**src/rtl/mem_wb_skid_stage.sv**
```systemverilog
// mem_wb_skid_stage: two-entry skid buffer between the MEM and WB pipeline stages.
// Latency: one cycle from accept to out_* when the stage is empty or popping.
// Backpressure: in_ready is registered and drops only when both entries are held;
// it has no combinational path from out_ready.
//
// Ports:
//   clk, reset          rising-edge clock, synchronous active-high reset
//   flush               synchronous kill of both buffered entries
//   in_valid/in_ready   upstream handshake; in_data/in_rd/in_link/in_wb_en/in_flags payload
//   out_valid/out_ready downstream handshake; out_* is the head (main) entry payload
//   out_wb_en           head writeback enable, gated by out_valid
//   occupancy           entries held (0..2)
//   stall_cycles        saturating count of cycles with out_valid=1 and out_ready=0
module mem_wb_skid_stage #(
   parameter int DATA_W  = 32,
   parameter int RD_W    = 4,
   parameter int FLAGS_W = 4,
   parameter int CNT_W   = 16
) (
   input  logic               clk,
   input  logic               reset,
   input  logic               flush,
   input  logic               in_valid,
   output logic               in_ready,
   input  logic [DATA_W-1:0]  in_data,
   input  logic [RD_W-1:0]    in_rd,
   input  logic               in_link,
   input  logic               in_wb_en,
   input  logic [FLAGS_W-1:0] in_flags,
   output logic               out_valid,
   input  logic               out_ready,
   output logic [DATA_W-1:0]  out_data,
   output logic [RD_W-1:0]    out_rd,
   output logic               out_link,
   output logic               out_wb_en,
   output logic [FLAGS_W-1:0] out_flags,
   output logic [1:0]         occupancy,
   output logic [CNT_W-1:0]   stall_cycles
);

   typedef struct packed {
      logic [DATA_W-1:0]  data;
      logic [RD_W-1:0]    rd;
      logic               link;
      logic               wb_en;
      logic [FLAGS_W-1:0] flags;
   } entry_t;

   // Encodings double as the occupancy count.
   typedef enum logic [1:0] {
      EMPTY = 2'd0,
      ONE   = 2'd1,
      TWO   = 2'd2
   } state_t;

   state_t state;
   entry_t main_ent;
   entry_t skid_ent;
   entry_t in_ent;
   logic   main_vld;
   logic   skid_vld;
   logic   accept;
   logic   pop;

   assign in_ent = '{data: in_data, rd: in_rd, link: in_link, wb_en: in_wb_en, flags: in_flags};
   assign accept = in_valid & in_ready;
   assign pop    = main_vld & out_ready;

   always_ff @(posedge clk) begin
      if (reset) begin
         state        <= EMPTY;
         main_vld     <= 1'b0;
         skid_vld     <= 1'b0;
         in_ready     <= 1'b1;
         main_ent     <= '0;
         skid_ent     <= '0;
         stall_cycles <= '0;
      end else begin
         // Back-pressured cycles count regardless of flush; saturate, never wrap.
         if (main_vld && !out_ready && (stall_cycles != '1))
            stall_cycles <= stall_cycles + 1'b1;

         if (flush) begin
            // Flush beats any same-cycle accept or pop; payload left as-is.
            state    <= EMPTY;
            main_vld <= 1'b0;
            skid_vld <= 1'b0;
            in_ready <= 1'b1;
         end else begin
            case (state)
               EMPTY: begin
                  if (accept) begin
                     main_ent <= in_ent;
                     main_vld <= 1'b1;
                     state    <= ONE;
                  end
               end
               ONE: begin
                  if (accept && pop) begin
                     main_ent <= in_ent;
                  end else if (accept) begin
                     skid_ent <= in_ent;
                     skid_vld <= 1'b1;
                     in_ready <= 1'b0;
                     state    <= TWO;
                  end else if (pop) begin
                     main_vld <= 1'b0;
                     state    <= EMPTY;
                  end
               end
               TWO: begin
                  // in_ready is low here, so no accept can occur.
                  if (pop) begin
                     main_ent <= skid_ent;
                     skid_vld <= 1'b0;
                     in_ready <= 1'b1;
                     state    <= ONE;
                  end
               end
               default: begin
                  state    <= EMPTY;
                  main_vld <= 1'b0;
                  skid_vld <= 1'b0;
                  in_ready <= 1'b1;
               end
            endcase
         end
      end
   end

   assign out_valid = main_vld;
   assign out_data  = main_ent.data;
   assign out_rd    = main_ent.rd;
   assign out_link  = main_ent.link;
   assign out_flags = main_ent.flags;
   assign out_wb_en = main_ent.wb_en & main_vld;
   assign occupancy = state;

endmodule

```
**config.mk**
```make
export PLATFORM = sky130hd
export DESIGN_NAME = mem_wb_skid_stage
export DESIGN_NICKNAME = d
export VERILOG_FILES = /design/src/rtl/mem_wb_skid_stage.sv
export SDC_FILE = /design/constraint.sdc
export NUM_CORES = 1
export LEC_CHECK = 0
export BUFFER_PORTS_ARGS = -buffer_cell sky130_fd_sc_hd__buf_2
export CAP_MARGIN = 20
export CORE_ASPECT_RATIO = 2
export CORE_MARGIN = 2
export CORE_UTILIZATION = 55
export DETAILED_ROUTE_END_ITERATION = 10
export HOLD_SLACK_MARGIN = 0.05
export PLACE_DENSITY = 0.9
export SYNTH_ARGS = -nofsm -noshare
export SYNTH_HDL_FRONTEND = slang
export SYNTH_SLANG_ARGS = --single-unit
export TNS_END_PERCENT = 1
```
**constraint.sdc**
```tcl
create_clock -name clk -period 5.3 [get_ports clk]
set_clock_uncertainty 0.1 [all_clocks]
set_input_delay 1.06 -clock clk [delete_from_list [all_inputs] [get_ports clk]]
set_output_delay 1.06 -clock clk [all_outputs]
set_load 0.02 [all_outputs]
```
# [Word level (Yosys, flattened, before mapping)]
# Cells that the tools add are included.
[totals] word_cells=64 reg_bits=104 inputBits=47 out_inout_bits=62
[op_classes] add_sub_neg=1 mux=19 n_bitwise=7 n_reduce_logical=12 eq_ne=11
[op_table] op="$mux W42" count=3
[op_table] op="$pmux W42 S3" count=1
[op_table] op="$add A16 B1 Y16 const B" count=1
[op_table] op="$ne A16 B16 Y1 const B" count=1
[op_table] op="$ne A2 B2 Y1 const B" count=7
[op_table] op="$reduce_and A4 Y1" count=3
[op_table] op="$mux W2" count=5
[op_table] op="$reduce_and A5 Y1" count=2
[op_table] op="$mux W1" count=7
[op_table] op="$pmux W1 S3" count=2
[op_table] op="$pmux W2 S3" count=1
[op_table] op="$not A1 Y1" count=4
[op_table] op="$and A1 B1 Y1" count=3
[op_table] op="$logic_and A1 B1 Y1" count=3
[op_table] op="$ne A3 B3 Y1 const B" count=1
[op_table] op="$reduce_bool A3 Y1" count=1
[op_table] op="$eq A2 B1 Y1 const B" count=1
[op_table] op="$eq A2 B2 Y1 const B" count=1
[op_table] op="$logic_not A2 Y1" count=1
[op_table] op="$reduce_or A2 Y1" count=1
[op_table] op="$logic_not A1 Y1" count=1

# [Longest topological paths before layout]
# Gate-level depths: netlist (run 1).
[logic_depth] depth_word=5 depth_mapped=7 ltp_nobuf=5

# [Worst setup path after synthesis (run 1)]
# No wires, ideal clock.
[synth_timing] path_type="in2reg" start="input out_ready" end="register stall_cycles[9]" t_arrival_ns=2.133 required_time_ns=5.130 path_stages=4 setup_time_ns=0.070 path_buffers=0 slack_ns=2.996 cell_sequence="and4b_1 nand3_2 or4_1 a21oi_1"
[synth_via] elab_chain_cells=3
[synth_rtl] item="from (decl)" line="31" source="input logic out_ready,"
[synth_rtl] item="$logic_not A1 Y1" line="80" source="if (main_vld && !out_ready && (stall_cycles != '1))"
[synth_rtl] item="$logic_and A1 B1 Y1 (2 in series)" line="80"
[synth_rtl] item="to (signal assigned)" line="81" source="stall_cycles <= stall_cycles + 1'b1;"
[synth_rtl] item="to (decl)" line="38" source="output logic [CNT_W-1:0] stall_cycles"
# No other way between the ends.
# A chain may end at the register's enable or synchronous reset.

# [Final worst setup path (run 1)]
[layout_timing] start="input flush" end="register skid_ent[27] (netlist bit)"
[layout_via] elab_chain_cells=2
[layout_rtl] item="from (decl)" line="22" source="input logic flush,"
[layout_rtl] item="$not A1 Y1 (no line)"
[layout_rtl] item="$reduce_and A4 Y1 (no line)"
[layout_rtl] item="to (signal assigned)" line="102" source="skid_ent <= in_ent;"
[layout_rtl] item="to (decl)" line="58" source="entry_t skid_ent;"
# No other way between the ends.

==> results.sh, run 1 <==
export IMPL_dpl_cell_count=712
export IMPL_synth_top_area_share_pct=42.78
export IMPL_syn_instance_count=585
export IMPL_core_area_um2=8588
export IMPL_instances_no_fill=731
export IMPL_drv_cap=0
export IMPL_synth_area_leaders="dfxtp_1, a21oi_1, mux2i_1"
export IMPL_total_leakage_power_nw=2.375
export IMPL_grt_pass1_wl_um=17680
export IMPL_regArea_um2=2082
export IMPL_setup_tns_ns=0
export IMPL_cp_max_fo=52
export IMPL_ys_types=41
export IMPL_sequentialPowerShare_pct=45.9
export IMPL_final_common_cell="buf_2"
export IMPL_drive_gt1_share_pct=21.14
export IMPL_synth_seq_area_share_pct=42.78
export IMPL_syn2layout_area_growth_pct=12.29
export IMPL_nFillCells=724
export IMPL_p_clk_share_pct=45.2
export IMPL_cts_buffer_depth=2
export IMPL_hold_path_class="flip-flop to flip-flop"
export IMPL_ir_drop_uv=232.3
export IMPL_grt_pass1_vias=3843
export IMPL_intPower_w=0.001384
export IMPL_setup_viol=0
export IMPL_clk_latency_ns=0.34
export IMPL_drtIter0Drc=250
export IMPL_dp_hpwl_um=7325
export IMPL_switching_share_pct=22.23
export IMPL_cts_made_buffers=9
export IMPL_die_h_um=137.0
export IMPL_place_congestion=0.8839
export IMPL_cts_tree="done"
export IMPL_wl_per_cell_um=15.53
export IMPL_syn_avg_cell_area_um2=8.320
export IMPL_status="finished clean"
export IMPL_start_kind="primary input"
export IMPL_rsz0062_at_grt="no"
export IMPL_cts_reportedPaths_clkPinSlew_ns=0.06
export IMPL_cts_sinks=104
export IMPL_htreeDepth=3
export IMPL_p_switching_w=0.0003957
export IMPL_critical_path_class="primary input to flip-flop"
export IMPL_clockRootBuffer="clkbuf_16"
export IMPL_port_buffers=108
export IMPL_ios=109
export IMPL_async_reset_ff_share_pct=0
export IMPL_synth_area_um2=4867
export IMPL_slew_limit_headroom_pct=28.71
export IMPL_rows=48
export IMPL_synth_edff_count=0
export IMPL_comb_power_share_pct=8.9
export IMPL_arrival_ns=2.56
export IMPL_ys_ff_latch=104
export IMPL_syn_num_nets=633
export IMPL_power_w=0.001780
export IMPL_cts_hold_fix_buffers=0
export IMPL_post_cts_buffers=0
export IMPL_num_vias=4237
export IMPL_die_area_um2=9664
export IMPL_drc_errors=0
export IMPL_firstDrtPassIters=4
export IMPL_drt_wl_total_um=11350
export IMPL_initial_core_util_pct=56.67
export IMPL_yosysTopAreaCell="dfxtp_1"
export IMPL_via_per_inst=5.796
export IMPL_min_period_over_period_pct=45.28
export IMPL_max_freq_ghz=0.4167
export IMPL_antenna_left=0
export IMPL_end_kind="flip-flop"
export IMPL_cellPowerDensity_nw_per_um2=325.7
export IMPL_overflow=0
export IMPL_layout_nets=672
export IMPL_final_cell_mix="buf_2, dfxtp_1, a21oi_1"
export IMPL_slew_viol_final=0
export IMPL_grt_max_degree=104
export IMPL_cp_required_ns=5.46
export IMPL_die_x_um=70.52
export IMPL_antenna_found_initial=2
export IMPL_multiInputGateArea_um2=2271
export IMPL_grt_usage_pct=22.66
export IMPL_synth_ff_type="dfxtp_1"
export IMPL_hold_viol=0
export IMPL_period_minus_slack_ns=2.400
export IMPL_worst_slew_pin_slew_ns=1.060
export IMPL_reg2reg_slack_ns=2.96
export IMPL_yosysWarnings=0
export IMPL_post_cts_resized=0
[final cells by class]
class	instances	area share (%)
inverters	5	0.3434
clock buffers	11	4.441
well taps	100	2.289
diodes	2	0.09158
flip-flops and latches	104	38.10
multi-input cells	391	41.55
repair buffers	113	10.85
clock inverters	5	2.335
[routing by layer]
layer,GRT usage (%),wire (µm),vias up
met5,0,0,-
met4,10.90,307,0
met3,3.314,557,18
met1,25.29,4363,1983
li1,-,-,2085
met2,41.35,6125,151
[cells by family (layout without fill, tap and decap cells)]
logic type               after synthesis  after routing  share of synthesized area (%)
AND/OR/NAND/NOR                      180            180                          18.74
multiplexers                          45             45                          9.280
flip-flops                           104            104                          42.78
XOR/XNOR                               1              1                         0.1800
other                                  0              2                              0
adder cells (fa/ha/maj)                1              1                         0.2570
buffers and inverters                 90            134                          10.77
AO/OA/AOI/OAI                        164            164                          17.99
[Yosys cell counts (2+ instances only)]
library cell,n
o31ai_1,9
dfxtp_1,104
o21a_1,2
a211oi_1,2
and3_1,3
or3_1,44
and2_1,3
a21oi_1,99
nand2_1,94
buf_2,5
nor2_1,4
nand3_1,2
and4_1,2
inv_1,5
buf_6,4
mux2i_1,44
nor2b_1,2
buf_4,40
nand4_1,4
nor3_1,2
o21ai_0,46
or4_1,9
clkbuf_1,36
nand2b_1,3
[path summary, 6_finish.rpt]
kind,start,endpoint,cells past startpoint
worst min register to register,skid_ent[0],skid_ent[0],2
worst max-delay path,flush,skid_ent[27],5
worst min-delay path,skid_ent[0],skid_ent[0],2
worst max register to register,occupancy[0],out_data[27],6
[worst max-delay path: stages]
cell,delay (ns)
buf_2,0.58
or3b_1,0.21
buf_4,0.40
nand2_1,0.14
a21oi_1,0.15
[through the flow]
stage / hold slack, ns / util, % / instance area, µm² / setup WS [ns]
2_1_floorplan: 0.3357 / - / 4867 / 2.996
3_3_place_gp: 0.3405 / 59.03 / 5070 / 2.380
3_5_place_dp: 0.3460 / 59.03 / 5070 / 2.279
4_1_cts: 0.3548 / 63.35 / 5440 / 2.476
5_1_grt: 0.3679 / 63.64 / 5465 / 2.772
6_report: 0.3532 / 63.64 / 5465 / 2.900
[registers in the layout, summed over array words and instances (netlist names)]
| signal | flops |
|---|---|
| out_valid | 1 |
| out_rd | 4 |
| out_flags | 4 |
| occupancy | 2 |
| out_data | 32 |
| stall_cycles | 16 |
| in_ready | 1 |
| main_ent | 1 |
| out_link | 1 |
| skid_ent | 42 |
[power groups by stage]
stage	clock network (W)	logic (W)	registers [W]
3_5_place_dp	0	0.000155	0.000834
3_3_place_gp	0	0.000149	0.000833
2_1_floorplan	0	0.000123	0.000832
4_1_cts	0.000817	0.000156	0.000816
5_1_grt	0.000854	0.000173	0.000818
6_report	0.000804	0.000159	0.000817
Note: power is estimated with default switching activity, not from simulation.
==> run 2, diff against run 1 <==
Settings changed: CORE_UTILIZATION 55 to 49, PLACE_DENSITY 0.9 to 0.85.
Clock period 5.3 ns to 2.2 ns, I/O delays scaled along.
==> run 2 against run 1 <==
- clock power up 88%
- sequential cell count unchanged
- critical path depth unchanged
- sequential power up 140%
- highest routed layer unchanged
- combinational power rose to 2.5 times the previous value
- die area up 12%
- hold slack worse by 0.11 ns
- register-to-register slack worse by 2.7 ns
- non-clock buffer count up 7
- setup slack worse by 2.6 ns
- final cell count up 5.1%
==> results.sh, run 2 (synthesized netlist as in run 1, its figures left out) <==
export IMPL_post_cts_buffers=0
export IMPL_cts_buffer_depth=2
export IMPL_setup_viol=0
export IMPL_clockRootBuffer="clkbuf_16"
export IMPL_firstDrtPassIters=5
export IMPL_regMostFlops="skid_ent"
export IMPL_drc_errors=0
export IMPL_initial_core_util_pct=50.18
export IMPL_final_common_cell="buf_2"
export IMPL_grt_usage_pct=21.39
export IMPL_grt_max_degree=55
export IMPL_htreeDepth=3
export IMPL_slew_limit_headroom_pct=65.86
export IMPL_reg2reg_to="stall_cycles[8]"
export IMPL_die_x_um=74.48
export IMPL_hold_path_class="primary input to flip-flop"
export IMPL_cts_hold_fix_buffers=0
export IMPL_period_minus_slack_ns=1.941
export IMPL_port_buffers=108
export IMPL_worst_slew_pin_slew_ns=0.5122
export IMPL_grt_pass1_wl_um=18390
export IMPL_drive_gt1_share_pct=22.17
export IMPL_wl_per_cell_um=14.92
export IMPL_dp_hpwl_um=7697
export IMPL_hold_viol=0
export IMPL_clk_latency_ns=0.34
export IMPL_nFillCells=919
export IMPL_total_leakage_power_nw=2.376
export IMPL_cts_made_buffers=9
export IMPL_reg2reg_slack_ns=0.26
export IMPL_die_h_um=144.9
export IMPL_arrival_ns=2.11
export IMPL_ios=109
export IMPL_via_per_inst=5.529
export IMPL_cts_sinks=104
export IMPL_status="finished clean"
export IMPL_r2r_start="stall_cycles[0]"
export IMPL_max_freq_ghz=0.5152
export IMPL_start_kind="flip-flop"
export IMPL_cts_reportedPaths_clkPinSlew_ns=0.07
export IMPL_antenna_found_initial=0
export IMPL_antenna_left=0
export IMPL_ir_drop_uv=558.1
export IMPL_setup_tns_ns=0
export IMPL_rows=51
export IMPL_cp_max_fo=12
export IMPL_drv_cap=0
export IMPL_multiInputGateArea_um2=2271
export IMPL_hold_path_end="skid_ent[39]"
export IMPL_drt_wl_total_um=11460
export IMPL_overflow=0
export IMPL_drtIter0Drc=190
export IMPL_min_period_over_period_pct=88.23
export IMPL_slew_viol_final=0
export IMPL_hold_depth=3
export IMPL_cellPowerDensity_nw_per_um2=706.2
export IMPL_num_antenna_cells=0
export IMPL_end_kind="flip-flop"
export IMPL_largest_reg_flops=42
export IMPL_final_cell_mix="buf_2, dfxtp_1, a21oi_1"
export IMPL_num_vias=4246
export IMPL_die_area_um2=10790
export IMPL_place_congestion=0.9259
export IMPL_post_cts_resized=0
export IMPL_regArea_um2=2082
export IMPL_core_area_um2=9699
export IMPL_rsz0062_at_grt="no"
export IMPL_cts_tree="done"
export IMPL_min_from="in_data[29]"
export IMPL_reg2reg_depth=5
export IMPL_layout_nets=679
export IMPL_grt_pass1_vias=4052
export IMPL_power_w=0.003876
export IMPL_critical_path_class="flip-flop to flip-flop"
export IMPL_cp_required_ns=2.37
export IMPL_syn2layout_area_growth_pct=12.78
==> run 2: worst max-delay path: stages (launching register included) <==
cell	delay, ns
dfxtp_1	0.41
ha_1	0.24
and3_1	0.19
nand2_1	0.23
or4_1	0.57
a21oi_1	0.15
==> run 2: worst max-delay path by stage <==
stage	startpoint	endpoint	slack (ns)	cells past startpoint
floorplan	stall_cycles[0]	stall_cycles[10]	0.31	6
global placement	out_ready	stall_cycles[9]	0.26	5
detailed placement	out_ready	skid_ent[38]	0.22	6
CTS	stall_cycles[0]	stall_cycles[8]	0.26	5
global route	stall_cycles[0]	stall_cycles[8]	0.1	5
finish	stall_cycles[0]	stall_cycles[8]	0.26	5
==> run 2: routing by layer <==
metal / share of wire [%] / up-vias / wire length [µm] / track usage (%)
met5: 0 / - / 0 / 0
met4: 3.4 / 0 / 395 / 10.63
met3: 4.2 / 31 / 477 / 3.750
met2: 54 / 118 / 6140 / 38.05
met1: 39 / 2002 / 4446 / 23.07
li1: - / 2095 / - / -
==> run 2: through the flow <==
stage / instances / area [µm²] / util [%] / worst slack [ns] / hold slack, ns
2_1_floorplan: 585 / 4867 / - / 0.3130 / 0.3357
3_3_place_gp: 752 / 5207 / 53.69 / 0.2581 / 0.3404
3_5_place_dp: 752 / 5207 / 53.69 / 0.2165 / 0.3458
4_1_cts: 768 / 5489 / 56.59 / 0.2603 / 0.2316
5_1_grt: 768 / 5489 / 56.59 / 0.09708 / 0.2409
6_report: 768 / 5489 / 56.59 / 0.2590 / 0.2408
==> run 2: layout make-up <==
cell class                      count  area share, %
Clock inverter                      6         0.7750
Timing Repair Buffer              120          12.22
Inverter                            5         0.3419
Sequential cell                   104          37.93
Tap cell                          132          3.009
Clock buffer                       10          4.354
Multi-Input combinational cell    391          41.37
==> run 2: power breakdown <==
group	internal [W]	switching, W
logic	0.000152	0.000248
registers	0.00193	0.0000300
clock network	0.000803	0.000708
total	0.00289	0.000987
==> run 3, diff against run 2 <==
Settings changed: CORE_ASPECT_RATIO 2 to not set, TNS_END_PERCENT 1 to not set.
==> run 3 against run 2 <==
- critical path depth unchanged
- final area fell by 2.0%
- setup slack gained 0.033 ns
- register-to-register slack better by 0.03 ns
- non-clock buffer count fell by 1
- die area shrank 0.45%
- sequential power about the same
- first-iteration DRC count decreased by 16%
- critical path type unchanged
- largest cell class unchanged
==> results.sh, run 3 (synthesized netlist as in run 1, its figures left out) <==
export IMPL_final_cell_mix="buf_2, dfxtp_1, a21oi_1"
export IMPL_critical_path_class="flip-flop to flip-flop"
export IMPL_regMostFlops="skid_ent"
export IMPL_crit_path_end="out_rd[3]"
export IMPL_min_period_over_period_pct=86.73
export IMPL_period_minus_slack_ns=1.908
export IMPL_intPower_w=0.002607
export IMPL_antenna_left=0
export IMPL_sequentialPowerShare_pct=56.1
export IMPL_largest_reg_flops=42
export IMPL_post_cts_resized=0
export IMPL_grt_usage_pct=19.70
export IMPL_firstDrtPassIters=4
export IMPL_path_buf_inv=1
export IMPL_cp_max_fo=84
export IMPL_port_buffers=108
export IMPL_cts_sinks=104
export IMPL_worst_slew_pin_slew_ns=0.6548
export IMPL_core_area_um2=9729
export IMPL_drc_errors=0
export IMPL_die_h_um=103.7
export IMPL_num_vias=4168
export IMPL_total_leakage_power_nw=2.320
export IMPL_drive_gt1_share_pct=21.73
export IMPL_slowest_delay_ns=0.39
export IMPL_grt_pass1_wl_um=17890
export IMPL_switching_share_pct=25.54
export IMPL_setup_tns_ns=0
export IMPL_setup_viol=0
export IMPL_post_cts_buffers=0
export IMPL_rsz0062_at_grt="no"
export IMPL_crit_cells=5
export IMPL_drv_cap=0
export IMPL_via_per_inst=5.420
export IMPL_antenna_found_initial=1
export IMPL_arrival_ns=2.08
export IMPL_slew_viol_final=0
export IMPL_syn2layout_area_growth_pct=10.54
export IMPL_end_kind="flip-flop"
export IMPL_grt_max_degree=85
export IMPL_die_x_um=103.7
export IMPL_worstPathCellList="nand3b_1 > o22a_2 > buf_12 > or3_1 > a21oi_1"
export IMPL_layout_nets=678
export IMPL_drt_wl_total_um=10810
export IMPL_hold_path_class="primary input to flip-flop"
export IMPL_reg2reg_slack_ns=0.29
export IMPL_drtIter0Drc=160
export IMPL_ios=109
export IMPL_p_switching_w=0.0008942
export IMPL_crit_slowest_cell="or3_1"
export IMPL_rows=36
export IMPL_cts_buffer_depth=2
export IMPL_comb_power_share_pct=11.1
export IMPL_cts_reportedPaths_clkPinSlew_ns=0.10
export IMPL_htreeDepth=3
export IMPL_r2r_start="occupancy[1]"
export IMPL_hold_viol=0
export IMPL_postPlaceCellArea_um2=5189
export IMPL_fin_ws_ns=0.2918
export IMPL_slew_limit_headroom_pct=56.01
export IMPL_cp_required_ns=2.37
export IMPL_p_clk_share_pct=32.9
export IMPL_clockRootBuffer="clkbuf_8"
export IMPL_ir_drop_uv=323.6
export IMPL_initial_core_util_pct=50.03
export IMPL_multiInputGateArea_um2=2271
export IMPL_stdcell_area_um2=5380
export IMPL_die_area_um2=10750
export IMPL_dp_hpwl_um=7200
export IMPL_nFillCells=918
export IMPL_wl_per_cell_um=14.06
export IMPL_grt_pass1_vias=3917
export IMPL_max_freq_ghz=0.5241
export IMPL_clk_latency_ns=0.35
export IMPL_status="finished clean"
export IMPL_start_kind="flip-flop"
export IMPL_crit_path_start="occupancy[1]"
export IMPL_final_common_cell="buf_2"
export IMPL_cts_tree="done"
export IMPL_crit_family="simple AND/OR/NAND/NOR gates"
export IMPL_cts_hold_fix_buffers=0
export IMPL_reg2reg_to="out_rd[3]"
export IMPL_place_congestion=0.8435
export IMPL_cts_made_buffers=9
export IMPL_overflow=0
export IMPL_cellPowerDensity_nw_per_um2=650.7
export IMPL_reg2reg_depth=5
export IMPL_post_place_ws_ns=0.2322
export IMPL_regArea_um2=2082
## run 3: cell types whose count changed in the layout (fill, tap and decap cells not counted), sizes merged
cell	delta
clkinvlp	+1
bufinv	+1
buf	-1
clkbuf	+1
diode	+1
clkinv	-1
inv	-2
## run 3: cell type report
type / instances / area share, %
Antenna cell: 1 / 0.04651
Clock buffer: 11 / 2.442
Clock inverter: 5 / 1.070
Inverter: 5 / 0.3488
Multi-Input combinational cell: 391 / 42.21
Sequential cell: 104 / 38.70
Tap cell: 133 / 3.093
Timing Repair Buffer: 119 / 12.09
## run 3: per-stage QoR
step | std cells | utilization, % | power [W] | hold WS (ns)
2_1_floorplan | 585 | - | 0.002302 | 0.3357
3_3_place_gp | 752 | 53.33 | 0.002379 | 0.3409
3_5_place_dp | 752 | 53.33 | 0.002395 | 0.3456
4_1_cts | 768 | 55.27 | 0.003534 | 0.2115
5_1_grt | 769 | 55.30 | 0.003640 | 0.2246
6_report | 769 | 55.30 | 0.003501 | 0.2302
## run 3: power by group through the flow
| stage | combinational (W) | sequential (W) | clock [W] |
|---|---|---|---|
| 2_1_floorplan | 0.000297 | 0.00200 | 0 |
| 3_3_place_gp | 0.000376 | 0.00200 | 0 |
| 3_5_place_dp | 0.000388 | 0.00201 | 0 |
| 4_1_cts | 0.000389 | 0.00196 | 0.00118 |
| 5_1_grt | 0.000427 | 0.00197 | 0.00124 |
| 6_report | 0.000387 | 0.00196 | 0.00115 |
## run 3: per-layer routing
metal	vias to the layer above	routed length, µm	global-route usage, %	part of all wire, %
met5	-	0	0	0
met1	1957	4748	23.89	44
met2	103	5421	34.96	50
li1	2096	-	-	-
met4	0	170	7.239	1.6
met3	12	474	3.461	4.4
## run 3: worst min path at each step
stage | slack (ns) | depth (start not counted) | to | from
floorplan | 0.34 | 2 | skid_ent[0] | skid_ent[0]
global placement | 0.34 | 2 | skid_ent[11] | skid_ent[11]
detailed placement | 0.35 | 2 | skid_ent[12] | skid_ent[12]
CTS | 0.21 | 3 | skid_ent[24] | in_data[14]
global route | 0.22 | 3 | skid_ent[17] | in_data[7]
finish | 0.23 | 3 | skid_ent[12] | in_data[2]
## run 3: worst register-to-register path: stages (launching register included)
cell and delay (ns):
dfxtp_1 0.38, nand3b_1 0.30, o22a_2 0.27, buf_12 0.19, or3_1 0.43, a21oi_1 0.16
